**config.mk**
```make
export PLATFORM = sky130hd
export DESIGN_NAME = mismatch_monitor
export DESIGN_NICKNAME = d
export VERILOG_FILES = /design/src/rtl/mismatch_monitor_pkg.sv /design/src/rtl/mismatch_channel.sv /design/src/rtl/mismatch_monitor.sv
export SDC_FILE = /design/constraint.sdc
export NUM_CORES = 1
export LEC_CHECK = 0
export ABC_AREA = 1
export BUFFER_PORTS_ARGS = -buffer_cell sky130_fd_sc_hd__buf_2
export CAP_MARGIN = 0
export CORE_UTILIZATION = 60
export CTS_BUF_LIST = sky130_fd_sc_hd__clkbuf_8
export DETAILED_ROUTE_END_ITERATION = 8
export GPL_TIMING_DRIVEN = 0
export PLACE_DENSITY = 0.83
export SLEW_MARGIN = 40
export SYNTH_ARGS = -nofsm -noshare
export SYNTH_HDL_FRONTEND = slang
export SYNTH_SLANG_ARGS = --single-unit
export TNS_END_PERCENT = 1
```
**constraint.sdc**
```tcl
create_clock -name clk -period 4.1 [get_ports clk]
set_input_delay 0.205 -clock clk [delete_from_list [all_inputs] [get_ports clk]]
set_output_delay 0.205 -clock clk [all_outputs]
set_load 0.01 [all_outputs]
```
**src/rtl/mismatch_monitor_pkg.sv**
```systemverilog
// Shared types and helpers for the reference/DUT mismatch monitor.
// Field widths are maxima; instances use the low CNT_W / TS_W bits.
package mismatch_monitor_pkg;

  localparam int MAX_CNT_W = 32;
  localparam int MAX_TS_W  = 64;

  typedef struct packed {
    logic [MAX_CNT_W-1:0] errors;
    logic [MAX_TS_W-1:0]  first_time;
    logic                 first_valid;
  } ch_stats_t;

  localparam ch_stats_t RD_ZERO = '0;

  // Increment v, holding at 2^w-1 instead of wrapping.
  function automatic logic [MAX_CNT_W-1:0] sat_inc(
    input logic [MAX_CNT_W-1:0] v,
    input int                   w
  );
    logic [MAX_CNT_W-1:0] lim;
    lim = (w >= MAX_CNT_W) ? '1
        : ((MAX_CNT_W'(1) << w) - MAX_CNT_W'(1));
    return (v >= lim) ? v : v + MAX_CNT_W'(1);
  endfunction

endpackage

```
**src/rtl/mismatch_channel.sv**
```systemverilog
// One channel: saturating error counter and first-mismatch capture.
// First-time capture exists only with MISMATCH_MONITOR_FIRST_TIME_EN.
module mismatch_channel
  import mismatch_monitor_pkg::*;
#(
  parameter int CNT_W = 16,
  parameter int TS_W  = 32
) (
  input  logic            clk,
  input  logic            areset,
  input  logic            clear,
  input  logic            hit,
  input  logic            valid_q,
  input  logic [TS_W-1:0] ts_q,
  output ch_stats_t       stats
);

  logic [CNT_W-1:0]     errors;
  logic [MAX_CNT_W-1:0] err_inc;
  logic                 unused_inc;

  assign err_inc    = sat_inc(MAX_CNT_W'(errors), CNT_W);
  assign unused_inc = ^err_inc;

  always_ff @(posedge clk or posedge areset) begin
    if (areset) begin
      errors <= '0;
    end else if (clear) begin
      errors <= '0;
    end else if (valid_q && hit) begin
      errors <= err_inc[CNT_W-1:0];
    end
  end

`ifdef MISMATCH_MONITOR_FIRST_TIME_EN
  logic [TS_W-1:0] first_time;
  logic            first_valid;

  always_ff @(posedge clk or posedge areset) begin
    if (areset) begin
      first_time  <= '0;
      first_valid <= 1'b0;
    end else if (clear) begin
      first_time  <= '0;
      first_valid <= 1'b0;
    end else if (valid_q && hit && !first_valid) begin
      first_time  <= ts_q;
      first_valid <= 1'b1;
    end
  end

  always_comb begin
    stats             = RD_ZERO;
    stats.errors      = MAX_CNT_W'(errors);
    stats.first_time  = MAX_TS_W'(first_time);
    stats.first_valid = first_valid;
  end
`else
  logic unused_ts;
  assign unused_ts = ^ts_q;

  always_comb begin
    stats        = RD_ZERO;
    stats.errors = MAX_CNT_W'(errors);
  end
`endif

endmodule

```
**src/rtl/mismatch_monitor.sv**
```systemverilog
// Two-stage reference/DUT mismatch monitor with per-channel stats.
// Define MISMATCH_MONITOR_FIRST_TIME_EN for first-mismatch timestamps.
module mismatch_monitor
  import mismatch_monitor_pkg::*;
#(
  parameter int NUM_CH = 4,
  parameter int WIDTH  = 1,
  parameter int CNT_W  = 16,
  parameter int TS_W   = 32,
  parameter int SEL_W  = (NUM_CH > 1) ? $clog2(NUM_CH) : 1
) (
  input  logic                    clk,
  input  logic                    areset,
  input  logic                    clear,
  input  logic                    sample_valid,
  input  logic [NUM_CH*WIDTH-1:0] ref_data,
  input  logic [NUM_CH*WIDTH-1:0] dut_data,
  input  logic [SEL_W-1:0]        rd_sel,
  output logic [NUM_CH-1:0]       ch_mismatch,
  output logic [CNT_W-1:0]        sample_count,
  output logic [CNT_W-1:0]        total_errors,
  output logic                    any_error,
  output logic [CNT_W-1:0]        rd_errors,
  output logic [TS_W-1:0]         rd_first_time,
  output logic                    rd_first_valid
);

  logic [NUM_CH-1:0]    mm;
  logic [NUM_CH-1:0]    mm_q;
  logic                 valid_q;
  logic [TS_W-1:0]      ts_q;
  logic [MAX_CNT_W-1:0] sc_inc;
  logic [MAX_CNT_W-1:0] te_inc;
  ch_stats_t            stats [NUM_CH];
  ch_stats_t            sel;
  logic                 unused_bits;

  always_comb begin
    mm = '0;
    for (int i = 0; i < NUM_CH; i++) begin
      mm[i] = ref_data[i*WIDTH +: WIDTH] != dut_data[i*WIDTH +: WIDTH];
    end
  end

  always_ff @(posedge clk or posedge areset) begin
    if (areset) begin
      mm_q    <= '0;
      valid_q <= 1'b0;
    end else if (clear) begin
      mm_q    <= '0;
      valid_q <= 1'b0;
    end else begin
      valid_q <= sample_valid;
      if (sample_valid) begin
        mm_q <= mm;
      end
    end
  end

`ifdef MISMATCH_MONITOR_FIRST_TIME_EN
  logic [TS_W-1:0] ts_cnt;

  // Free-running; ts_q is the count at the sample's acceptance edge.
  always_ff @(posedge clk or posedge areset) begin
    if (areset) begin
      ts_cnt <= '0;
      ts_q   <= '0;
    end else if (clear) begin
      ts_cnt <= '0;
      ts_q   <= '0;
    end else begin
      ts_cnt <= ts_cnt + TS_W'(1);
      if (sample_valid) begin
        ts_q <= ts_cnt;
      end
    end
  end
`else
  assign ts_q = '0;
`endif

  assign sc_inc = sat_inc(MAX_CNT_W'(sample_count), CNT_W);
  assign te_inc = sat_inc(MAX_CNT_W'(total_errors), CNT_W);

  always_ff @(posedge clk or posedge areset) begin
    if (areset) begin
      sample_count <= '0;
      total_errors <= '0;
      any_error    <= 1'b0;
    end else if (clear) begin
      sample_count <= '0;
      total_errors <= '0;
      any_error    <= 1'b0;
    end else if (valid_q) begin
      sample_count <= sc_inc[CNT_W-1:0];
      if (|mm_q) begin
        total_errors <= te_inc[CNT_W-1:0];
        any_error    <= 1'b1;
      end
    end
  end

  for (genvar g = 0; g < NUM_CH; g++) begin : g_ch
    mismatch_channel #(
      .CNT_W(CNT_W),
      .TS_W (TS_W)
    ) u_ch (
      .clk    (clk),
      .areset (areset),
      .clear  (clear),
      .hit    (mm_q[g]),
      .valid_q(valid_q),
      .ts_q   (ts_q),
      .stats  (stats[g])
    );
  end

  // Out-of-range selects fall through to the zero constant.
  always_comb begin
    sel = RD_ZERO;
    for (int i = 0; i < NUM_CH; i++) begin
      if (int'(rd_sel) == i) begin
        sel = stats[i];
      end
    end
  end

  assign ch_mismatch    = mm_q;
  assign rd_errors      = sel.errors[CNT_W-1:0];
  assign rd_first_time  = sel.first_time[TS_W-1:0];
  assign rd_first_valid = sel.first_valid;
  assign unused_bits    = ^{sc_inc, te_inc, sel};

endmodule

```
==> out/qor.yml, run 1 <==
worst_setup_path:
  r2r-start: "g_ch[2].u_ch.errors[0]"
  critPathMaxFanout: 8
  worstSetupStartpointType: "flip-flop"
  worstSetupPathType: "flip-flop to flip-flop"
  max_stage_delay_ps: 470
  crit_buf_inv: 0
  reg2reg_depth: 8
  worstPathRequired_ps: 4450
  crit_path_top_delay_cell: "a21oi_1"
  cp_cell_sequence: "ha_1 > nand2_1 > nor2_1 > nand2_2 > nor2_1 > a21oi_1 > nand3b_1 > nand2_1"
  timing.rr.end: "g_ch[2].u_ch.errors[7]"
  path_delay_family: "simple AND/OR/NAND/NOR gates"
  r2r_slack_ps: 2310
  arrival_ps: 2140
  end_kind: "flip-flop"
placement:
  placed_cells: 1241
  pre_cts_ws_ps: 2360
  dp.final_hpwl_mm: 13.0
  gp_congestion: 0.941
  dpl-instance-area_um2: 7760
  port_buffers: 65
hold_path:
  hold_path_end: "ch_mismatch[3]"
  hold_start: "ref_data[3]"
  hold_depth: 3
  hp-class: "primary input to flip-flop"
floorplanning:
  ios: 100
  dieArea_um2: 12300
  fp.dieH_um: 111
  core_um2: 11500
  initial_core_util: 0.620
  die_w_um: 111
  fp-row-count: 39
timing:
  rsz0062_at_grt: "false"
  worst_slew_pin_slew_ps: 587
  setup_viol: 0
  period_share: 0.437
  final-hold-violation-count: 0
  finalWorstSetupSlack_ps: 2310
  whs_ps: 75.2
  finalCriticalPeriod_ps: 1790
  slew_viol_final: 0
  finClkSkew_ps: 12.3
  max_freq_ghz: 0.558
  relSlewSlack: 0.609
  final.setup.tns_ps: 0
layout:
  area_delta_synth_final_pct: 12.7
  layout-drive-gt1-share: 0.201
  fin_nets: 1130
  design_area_um2: 8010
  seqCellArea_um2: 2550
  n_antenna_cell: 0
  fill_cells: 969
  instances_no_fill: 1258
  multi_input_area_um2: 3890
detailed_routing:
  drtIter0Drc: 444
  wl_per_cell_um: 13.7
  drtAntennaViolNets: 0
  drc: 0
  avgViaCountPerCell: 5.26
  routed-via-count: 6613
  drt_wl_total_mm: 17.2
  dr.pass1.iters: 5
grt:
  track_usage: 0.291
  grt_pass1_vias: 5970
  gr-total-overflow: 0
  antenna_found_initial: 0
  grt_max_degree: 71
  grt_pass1_wl_mm: 28.9
flow_run:
  drv_cap: 0
cts:
  cts_max_path_buffers: 2
  tritoncts.num_buffers: 9
  tritoncts: "done"
  clk_latency_ps: 400
  ctsRootBufferMaster: "clkbuf_8"
  h-tree-depth: 3
  post_cts_buffers: 0
  clk_pin_slew_ps: 110
  cts_sinks: 102
synth:
  ys_ff_latch: 102
  synth-seq-area-share: 0.359
  syn_area_per_cell_um2: 7.11
  synth.cell_area_um2: 7110
  synth_cell_types: 34
  syn_inst: 1000
  yosysWarnings: 0
power:
  power.density_nw_per_um2: 252
  ir_drop_mv: 0.277
  leakagePower_nw: 3.98
run_status:
  status: "complete, no violations"
## state kept, by name, indices dropped and copies added, names as in the netlist
register,cells
any_error,1
g_ch.u_ch.errors,64
sample_count,16
total_errors,16
valid_q,1
ch_mismatch,4
## through the flow
stage                     utilization  power [mW]
after floorplan                     -        1.21
after global placement          0.674        1.27
after detailed placement        0.677        1.28
after CTS                       0.698        2.03
after global routing            0.698        2.10
final                           0.698        2.02
## how the worst max path moves through the flow
stage | from | to | slack (ps) | depth (start not counted)
after floorplan | areset | any_error | 1220 | 1
after global placement | areset | g_ch[1].u_ch.errors[7] | 2 | 2
after detailed placement | g_ch[2].u_ch.errors[0] | g_ch[2].u_ch.errors[7] | 2360 | 8
after CTS | g_ch[1].u_ch.errors[14] | rd_errors[14] | 2330 | 5
after global routing | g_ch[2].u_ch.errors[0] | g_ch[2].u_ch.errors[6] | 2160 | 8
final | g_ch[2].u_ch.errors[0] | g_ch[2].u_ch.errors[7] | 2310 | 8
## worst min-delay path, stage by stage
cell and delay [ps]:
buf_2 90, xnor2_1 50, o22ai_1 90
## Yosys cell counts
cell       number  area share
a21oi_1        12      0.0085
a221oi_1        1      0.0012
buf_2          10      0.0070
buf_4          40       0.042
buf_6           7       0.011
buf_8           1      0.0021
clkbuf_1        1     0.00053
conb_1          1     0.00053
dfrtp_1       102        0.36
ha_1            6       0.011
inv_1          76       0.040
inv_2          11      0.0058
inv_4           1     0.00088
nand2_1       334        0.18
nand2_2        13       0.011
nand2_4         5      0.0079
nand3_1        82       0.058
nand3_2         6      0.0085
nand3b_1        5      0.0053
nand4_1        21       0.018
nand4_2         3      0.0053
nor2_1         92       0.049
nor2_2         10      0.0088
nor2_4          5      0.0079
nor3_1          1     0.00070
o2111ai_1       2      0.0025
o21ai_0        44       0.031
o21ai_1        15       0.011
o21ai_2        24       0.030
o21bai_1        6      0.0063
o22ai_1         8      0.0070
or2_2           5      0.0044
xnor2_1         6      0.0074
xor2_1         44       0.054
## metal layers
| metal | vias up | wire length, µm | track usage | share of wire |
|---|---|---|---|---|
| met5 | - | 0 | 0 | 0 |
| met4 | 0 | 352 | 0.0862 | 0.020 |
| met3 | 35 | 943 | 0.0634 | 0.055 |
| met2 | 196 | 8070 | 0.465 | 0.47 |
| met1 | 3026 | 7870 | 0.398 | 0.46 |
| li1 | 3356 | - | - | - |
## layout make-up
cell class	instances	area share
well taps	143	0.0223
clock buffers	9	0.0155
inverters	88	0.0425
clock inverters	7	0.0136
plain buffers	59	0.0559
multi-input cells	783	0.486
repair buffers	67	0.0453
flip-flops and latches	102	0.319
## power breakdown
part,internal [mW],leakage [nW],switching (mW)
logic,0.0821,2.45,0.141
registers,1.02,1.42,0.0188
clock network,0.359,0.119,0.400
total,1.46,3.98,0.559
## layout by cell type (no fill, tap or decap), types with 7 or more instances in the layout
cell type and instances:
inv_2 11, clkbuf_8 9, o21ai_2 24, inv_1 75, nand2_1 334, xor2_1 44, buf_2 75, a21oi_1 12
nor2_1 92, o22ai_1 8, nor2_2 10, nand2_2 13, nand4_1 21, conb_1 33, dfrtp_1 102, o21ai_0 44
o21ai_1 15, buf_6 7, nand3_1 82, buf_4 40
## repair_timing
action | in CTS | in global routing
hold endpoints to repair | 32 | 0
gates resized for setup | 0 | 0
hold buffers | 1 | 0
## logic make-up (layout without fill, tap and decap cells)
family | Yosys count | in the layout | share of synthesized area
xor+xnor | 50 | 50 | 0.0616
compound gates | 112 | 112 | 0.0967
buf+inv | 147 | 230 | 0.110
fa+ha+maj | 6 | 6 | 0.0106
simple gates | 582 | 582 | 0.362
flops | 102 | 102 | 0.359
other cells | 1 | 33 | 0.000528
No activity file was read; power rests on OpenSTA's default activity.
==> inputs of run 2 (changes only) <==
--- a/config.mk
+++ b/config.mk
@@ -5,14 +5,14 @@
 export SDC_FILE = /design/constraint.sdc
 export NUM_CORES = 1
 export LEC_CHECK = 0
-export ABC_AREA = 1
+export ABC_AREA = 0
 export BUFFER_PORTS_ARGS = -buffer_cell sky130_fd_sc_hd__buf_2
 export CAP_MARGIN = 0
-export CORE_UTILIZATION = 60
+export CORE_UTILIZATION = 54
 export CTS_BUF_LIST = sky130_fd_sc_hd__clkbuf_8
 export DETAILED_ROUTE_END_ITERATION = 8
 export GPL_TIMING_DRIVEN = 0
-export PLACE_DENSITY = 0.83
+export PLACE_DENSITY = 0.8
 export SLEW_MARGIN = 40
 export SYNTH_ARGS = -nofsm -noshare
 export SYNTH_HDL_FRONTEND = slang
==> constraint.sdc (replaced) <==
create_clock -name clk -period 1.63 [get_ports clk]
set_input_delay 0.0815 -clock clk [delete_from_list [all_inputs] [get_ports clk]]
set_output_delay 0.0815 -clock clk [all_outputs]
set_load 0.01 [all_outputs]
==> out/qor.yml, run 2 <==
run_status:
  status: "finished with violations"
  violations: "setup timing"
cts:
  ctsRootBufferMaster: "clkbuf_8"
  clk_latency_ps: 400  # about the same
  tritoncts.num_buffers: 9  # unchanged
  h-tree-depth: 3  # unchanged
  cts_max_path_buffers: 2  # unchanged
  tritoncts: "done"
  clk_pin_slew_ps: 110  # about the same
  cts_sinks: 102  # unchanged
power:
  ir_drop_mv: 0.671  # +140%
  switchingPower_mw: 1.31  # +130%
  seqPwrFrac: 0.524  # +0.010
  power.density_nw_per_um2: 612  # +140%
  combPwrFrac: 0.105  # -0.005
  p_sw_frac: 0.264  # -0.0131
  pwr-share-clk: 0.371  # -0.005
  leakagePower_nw: 3.40  # -15%
  p_int_mw: 3.65  # +150%
synth:
  ys_async_sr_fraction: 1.00  # unchanged
  syn_inst: 670  # -33%
  synth.cell_area_um2: 6340  # -11%
  synth_cell_types: 51  # +50%
  yosysWarnings: 0  # unchanged
  yosysMostFrequentCell: "dfrtp_1"
  yosys-top-cells-area: "dfrtp_1, mux4_2, buf_4"
  synth_common_cells: "dfrtp_1, a21oi_1, nand2_1, nor2_1, buf_4"
  synth_edf_count: 0  # unchanged
  ys_ff_latch: 102  # unchanged
  synth-seq-area-share: 0.403  # +0.0435
  yosysTopAreaCell: "dfrtp_1"
  syn_area_per_cell_um2: 9.46  # +33%
  synth_flop_cell: "dfrtp_1"
  yosysTopAreaCellShare: 0.403  # +0.0435
layout:
  top_regs: "g_ch.u_ch.errors x64, sample_count x16, total_errors x16"
  layout-drive-gt1-share: 0.369  # +0.168
  area_delta_synth_final_pct: 27.8
  largest_register_ffs: 64  # unchanged
  layout_common_cells: "dfrtp_1, buf_4, buf_2"
  instances_no_fill: 956  # -24%
  design_area_um2: 8100  # +1.2%
  fin_nets: 828  # -27%
  n_antenna_cell: 0  # unchanged
  final_common_cell: "dfrtp_1"
  largest-register: "g_ch.u_ch.errors"
timing:
  slew_viol_final: 0  # unchanged
  final.setup.tns_ps: -6680  # -6680 ps
  rsz0062_at_grt: "true"
  worst_slew_pin_slew_ps: 769  # +183 ps
  period_share: 1.23  # +0.789
  finalCriticalPeriod_ps: 2000  # +207 ps
  finalWorstSetupSlack_ps: -369  # -2680 ps
  final-hold-violation-count: 0  # unchanged
  max_freq_ghz: 0.500  # -10%
  setup_viol: 70  # +70
  relSlewSlack: 0.487  # -0.122
  finClkSkew_ps: 21.4  # +9.08 ps
grt:
  track_usage: 0.311  # +0.0199
  use_met1: 0.403  # +0.00479
  gr-total-overflow: 0  # unchanged
  grt_max_degree: 27  # -62%
  grt_pass1_vias: 5783  # -3.1%
  grt_busiest_layer: "met2"
  use_met3: 0.0770  # +0.0136
  grt_pass1_wl_mm: 28.8  # -0.41%
  grt_use_met2: 0.496  # +0.0319
  antenna_found_initial: 0  # unchanged
detailed_routing:
  wl_per_cell_um: 20.1  # +47%
  drc: 0  # unchanged
  drtAntennaViolNets: 0  # unchanged
  routed-via-count: 6244  # -5.6%
  avgViaCountPerCell: 6.53  # +24%
  dr.pass1.iters: 7  # +2
  drtIter0Drc: 642  # +45%
  drt_wl_total_mm: 19.2  # +12%
floorplanning:
  fp.dieH_um: 110  # -0.44%
  fp-row-count: 39  # unchanged
  dieArea_um2: 12200  # -0.87%
  die_w_um: 110  # -0.44%
  core_um2: 11400  # -0.42%
  initial_core_util: 0.555  # -0.0645
  ios: 100  # unchanged
worst_setup_path:
  critPathMaxFanout: 9  # +1
  worstSetupStartpointType: "flip-flop"
  worstPathRequired_ps: 1920  # -2530 ps
  arrival_ps: 2290  # +150 ps
  worstSetupPathType: "flip-flop to flip-flop"
  end_kind: "flip-flop"
placement:
  placed_cells: 913  # -26%
  pre_cts_ws_ps: -626  # -2990 ps
  dpl-instance-area_um2: 7090  # -8.7%
  port_buffers: 63  # -3.1%
  dp.final_hpwl_mm: 12.8  # -1.8%
  gp_congestion: 0.895  # -4.8%
hold_path:
  hp-class: "primary input to flip-flop"
flow_run:
  drv_cap: 0  # unchanged
run 2: cell count changes in the layout (fill, tap and decap cells not counted), sizes merged, moves of 15 or more:
cell    delta
or4       +18
nand3     -65
xor2      -41
clkbuf    +17
o31ai     +15
nor2b     +25
mux2      +23
nand2    -302
o21ai     -67
nor2      -59
inv       -73
nor3      +19
mux4      +16
a21oi     +40
run 2: stage by stage:
step / utilization / power, mW / hold WS [ps]
floorplan: - / 2.93 / 264
global placement: 0.609 / 3.04 / 383
detailed placement: 0.621 / 3.09 / 61.8
CTS: 0.679 / 4.94 / 29.0
global route: 0.710 / 5.12 / 67.2
finish: 0.710 / 4.96 / 51.7
run 2: path summary, 6_finish.rpt:
path,startpoint,endpoint,slack (ps),cells past startpoint
max in group asynchronous,areset,g_ch[1].u_ch.errors[8],480,7
worst min-delay path,sample_valid,valid_q,50,2
worst max-delay path,g_ch[0].u_ch.errors[7],g_ch[0].u_ch.errors[15],-370,4
min in group asynchronous,areset,total_errors[3],190,3
worst min register to register,any_error,any_error,530,2
worst max register to register,g_ch[0].u_ch.errors[7],g_ch[0].u_ch.errors[15],-370,4
run 2: critical path: stages, from the launching register on:
cell and delay, ps:
dfrtp_1 440, inv_1 100, or4_4 600, or4_4 540, o211a_1 220
run 2: cell type report:
class / count / area [µm²]
clock buffers: 9 / 124
fillers: 821 / 3320
inverters: 18 / 71.3
repair buffers: 98 / 761
clock inverters: 7 / 96.3
well taps: 143 / 179
flip-flops and latches: 102 / 2610
multi-input cells: 514 / 3820
plain buffers: 65 / 448
run 2: routing by layer:
layer | share of wire | vias to the layer above
met3 | 0.092 | 71
met2 | 0.49 | 410
met4 | 0.032 | 0
met5 | 0 | -
met1 | 0.39 | 3018
li1 | - | 2745
run 2: power by group through the flow:
stage	logic [mW]	registers [mW]	clock network (mW)
floorplan	0.298	2.63	0
global placement	0.400	2.64	0
detailed placement	0.450	2.64	0
CTS	0.504	2.59	1.84
global route	0.571	2.60	1.94
finish	0.523	2.60	1.84
run 2: timing repair:
item                                    CTS  global route
endpoints found under the setup margin  106           101
setup buffers                             6            15
gates resized for setup                  90            80
pin swaps                                19            19
endpoints found under the hold margin    28             0
hold buffers                              9             0
run 2: kinds of logic after synthesis:
family,count (synthesis),share of synthesized area
and+or+nand+nor,279,0.244
AOI/OAI and AO/OA,134,0.136
DFF,102,0.403
buffers and inverters,86,0.0736
muxes,46,0.109
xor gates and xnor gates,16,0.0221
adders and majority gates,6,0.0118
other,1,0.000592
==> inputs of run 3 (changes only) <==
--- a/config.mk
+++ b/config.mk
@@ -5,9 +5,9 @@
 export SDC_FILE = /design/constraint.sdc
 export NUM_CORES = 1
 export LEC_CHECK = 0
-export ABC_AREA = 0
 export BUFFER_PORTS_ARGS = -buffer_cell sky130_fd_sc_hd__buf_2
 export CAP_MARGIN = 0
+export CORE_MARGIN = 3
 export CORE_UTILIZATION = 54
 export CTS_BUF_LIST = sky130_fd_sc_hd__clkbuf_8
 export DETAILED_ROUTE_END_ITERATION = 8
==> out/qor.yml, run 3 (synthesis results as in run 2) <==
run_status:
  status: "finished with violations"
  violations: "setup timing"
placement:
  port_buffers: 63  # unchanged
  placed_cells: 910  # -0.33%
  dpl-instance-area_um2: 7070  # -0.23%
  pre_cts_ws_ps: -577  # +48.6 ps
  dp.final_hpwl_mm: 12.6  # -1.6%
  gp_congestion: 0.930  # +3.9%
grt:
  grt_busiest_layer: "met2"
  grt_max_degree: 26  # -3.7%
  use_met3: 0.0692  # -0.00777
  gr-total-overflow: 0  # unchanged
  use_met1: 0.377  # -0.0264
  grt_use_met2: 0.456  # -0.0409
  grt_pass1_vias: 5620  # -2.8%
  antenna_found_initial: 0  # unchanged
  grt_pass1_wl_mm: 29.1  # +1.3%
  track_usage: 0.283  # -0.0282
worst_setup_path:
  critPathMaxFanout: 9  # unchanged
  arrival_ps: 2320  # +30 ps
  worstSetupPathType: "flip-flop to flip-flop"
  worstPathRequired_ps: 1910  # about the same
  max_stage_delay_ps: 590  # about the same
  path_delay_family: "simple AND/OR/NAND/NOR gates"
  crit_path_top_delay_cell: "or4_4"
  end_kind: "flip-flop"
  worstSetupStartpointType: "flip-flop"
  cp_cell_sequence: "nand4_1 > or4_4 > or4_1 > o211a_1"
  crit_buf_inv: 0  # -1
cts:
  clk_latency_ps: 400  # about the same
  ctsRootBufferMaster: "clkbuf_8"
  cts_max_path_buffers: 2  # unchanged
  clk_pin_slew_ps: 110  # about the same
  tritoncts: "done"
  cts_sinks: 102  # unchanged
  h-tree-depth: 3  # unchanged
  tritoncts.num_buffers: 9  # unchanged
floorplanning:
  fp-row-count: 38  # -2.6%
  core_um2: 11200  # -2.1%
  initial_core_util: 0.567  # +0.0122
  ios: 100  # unchanged
  fp.dieH_um: 114  # +3.6%
  dieArea_um2: 13100  # +7.4%
  die_w_um: 114  # +3.6%
timing:
  finalWorstSetupSlack_ps: -414  # -44.7 ps
  max_freq_ghz: 0.489  # -2.2%
  relSlewSlack: 0.472  # -0.0150
  finClkSkew_ps: 15.0  # -6.39 ps
  finalCriticalPeriod_ps: 2040  # +44.7 ps
  slew_viol_final: 0  # unchanged
  whs_ps: 58.8  # +7.04 ps
  worst_slew_pin_slew_ps: 792  # +22.4 ps
  rsz0062_at_grt: "true"
  period_share: 1.25  # +0.0274
  setup_viol: 66  # -5.7%
  final-hold-violation-count: 0  # unchanged
detailed_routing:
  routed-via-count: 6115  # -2.1%
  wl_per_cell_um: 20.0  # -0.73%
  drc: 0  # unchanged
  dr.pass1.iters: 5  # -2
  drtAntennaViolNets: 0  # unchanged
  avgViaCountPerCell: 6.46  # -1.1%
  drt_wl_total_mm: 18.9  # -1.7%
  drtIter0Drc: 587  # -8.6%
hold_path:
  hp-class: "primary input to flip-flop"
layout:
  instances_no_fill: 947  # -0.94%
  top_regs: "g_ch.u_ch.errors x64, sample_count x16, total_errors x16"
  design_area_um2: 7970  # -1.7%
  area_delta_synth_final_pct: 25.7
  fin_nets: 822  # -0.72%
  largest-register: "g_ch.u_ch.errors"
  final_common_cell: "dfrtp_1"
  largest_register_ffs: 64  # unchanged
  post-route-util: 0.713  # +0.00359
  layout-drive-gt1-share: 0.351  # -0.0183
  layout_common_cells: "dfrtp_1, buf_2, buf_4"
  n_antenna_cell: 0  # unchanged
flow_run:
  drv_cap: 0  # unchanged
power:
  power.density_nw_per_um2: 597  # -2.5%
  ir_drop_mv: 0.655  # -2.4%
  leakagePower_nw: 3.35  # -1.5%
==> run 3: worst reg2reg max path: stages (launching register included) <==
cell and delay (ps):
dfrtp_2 450, nand4_1 160, or4_4 590, or4_1 520, o211a_1 210
==> run 3: worst paths after layout <==
kind,endpoint,start,slack (ps),cells after the start
setup / recovery,g_ch[0].u_ch.errors[15],g_ch[0].u_ch.errors[1],-410,4
hold / removal,valid_q,sample_valid,60,2
setup reg to reg,g_ch[0].u_ch.errors[15],g_ch[0].u_ch.errors[1],-410,4
hold reg to reg,g_ch[0].u_ch.errors[6],g_ch[0].u_ch.errors[6],490,1
max in group asynchronous,ch_mismatch[0],areset,650,6
min in group asynchronous,g_ch[2].u_ch.errors[14],areset,200,3
==> run 3: layer usage <==
| metal | wire (µm) | part of all wire |
|---|---|---|
| met5 | 0 | 0 |
| met4 | 617 | 0.033 |
| met3 | 1910 | 0.10 |
| met2 | 9160 | 0.48 |
| met1 | 7220 | 0.38 |
==> run 3: power breakdown <==
group | internal, mW | switching [mW] | total, mW
sequential | 2.55 | 0.0443 | 2.60
clock | 0.703 | 0.936 | 1.64
combinational | 0.223 | 0.300 | 0.523
total | 3.48 | 1.28 | 4.76
==> run 3: per-stage QoR <==
| step | TNS [ps] | power (mW) |
|---|---|---|
| global placement | -65050 | 3.03 |
| global route | -12800 | 4.95 |
| finish | -7390 | 4.76 |
| CTS | -7910 | 4.73 |
| detailed placement | -33450 | 3.08 |
| floorplan | -3750 | 2.93 |
==> run 3: area by class of cell <==
cell class / instances / area [µm²]
Buffer: 66 / 462
Tap cell: 140 / 175
Sequential cell: 102 / 2610
Multi-Input combinational cell: 514 / 3760
Fill cell: 825 / 3200
Inverter: 18 / 71.3
Clock inverter: 7 / 65.1
Timing Repair Buffer: 91 / 698
Clock buffer: 9 / 124
==> run 3: timing repair <==
item                                   in CTS  in global routing
endpoints found under the hold margin      65                  0
hold buffers                                9                  0
setup endpoints to repair                 106                104
gates cloned                                0                  0
buffers inserted                            6                  8
gates resized for setup                    89                 73
pin swaps                                  18                 14
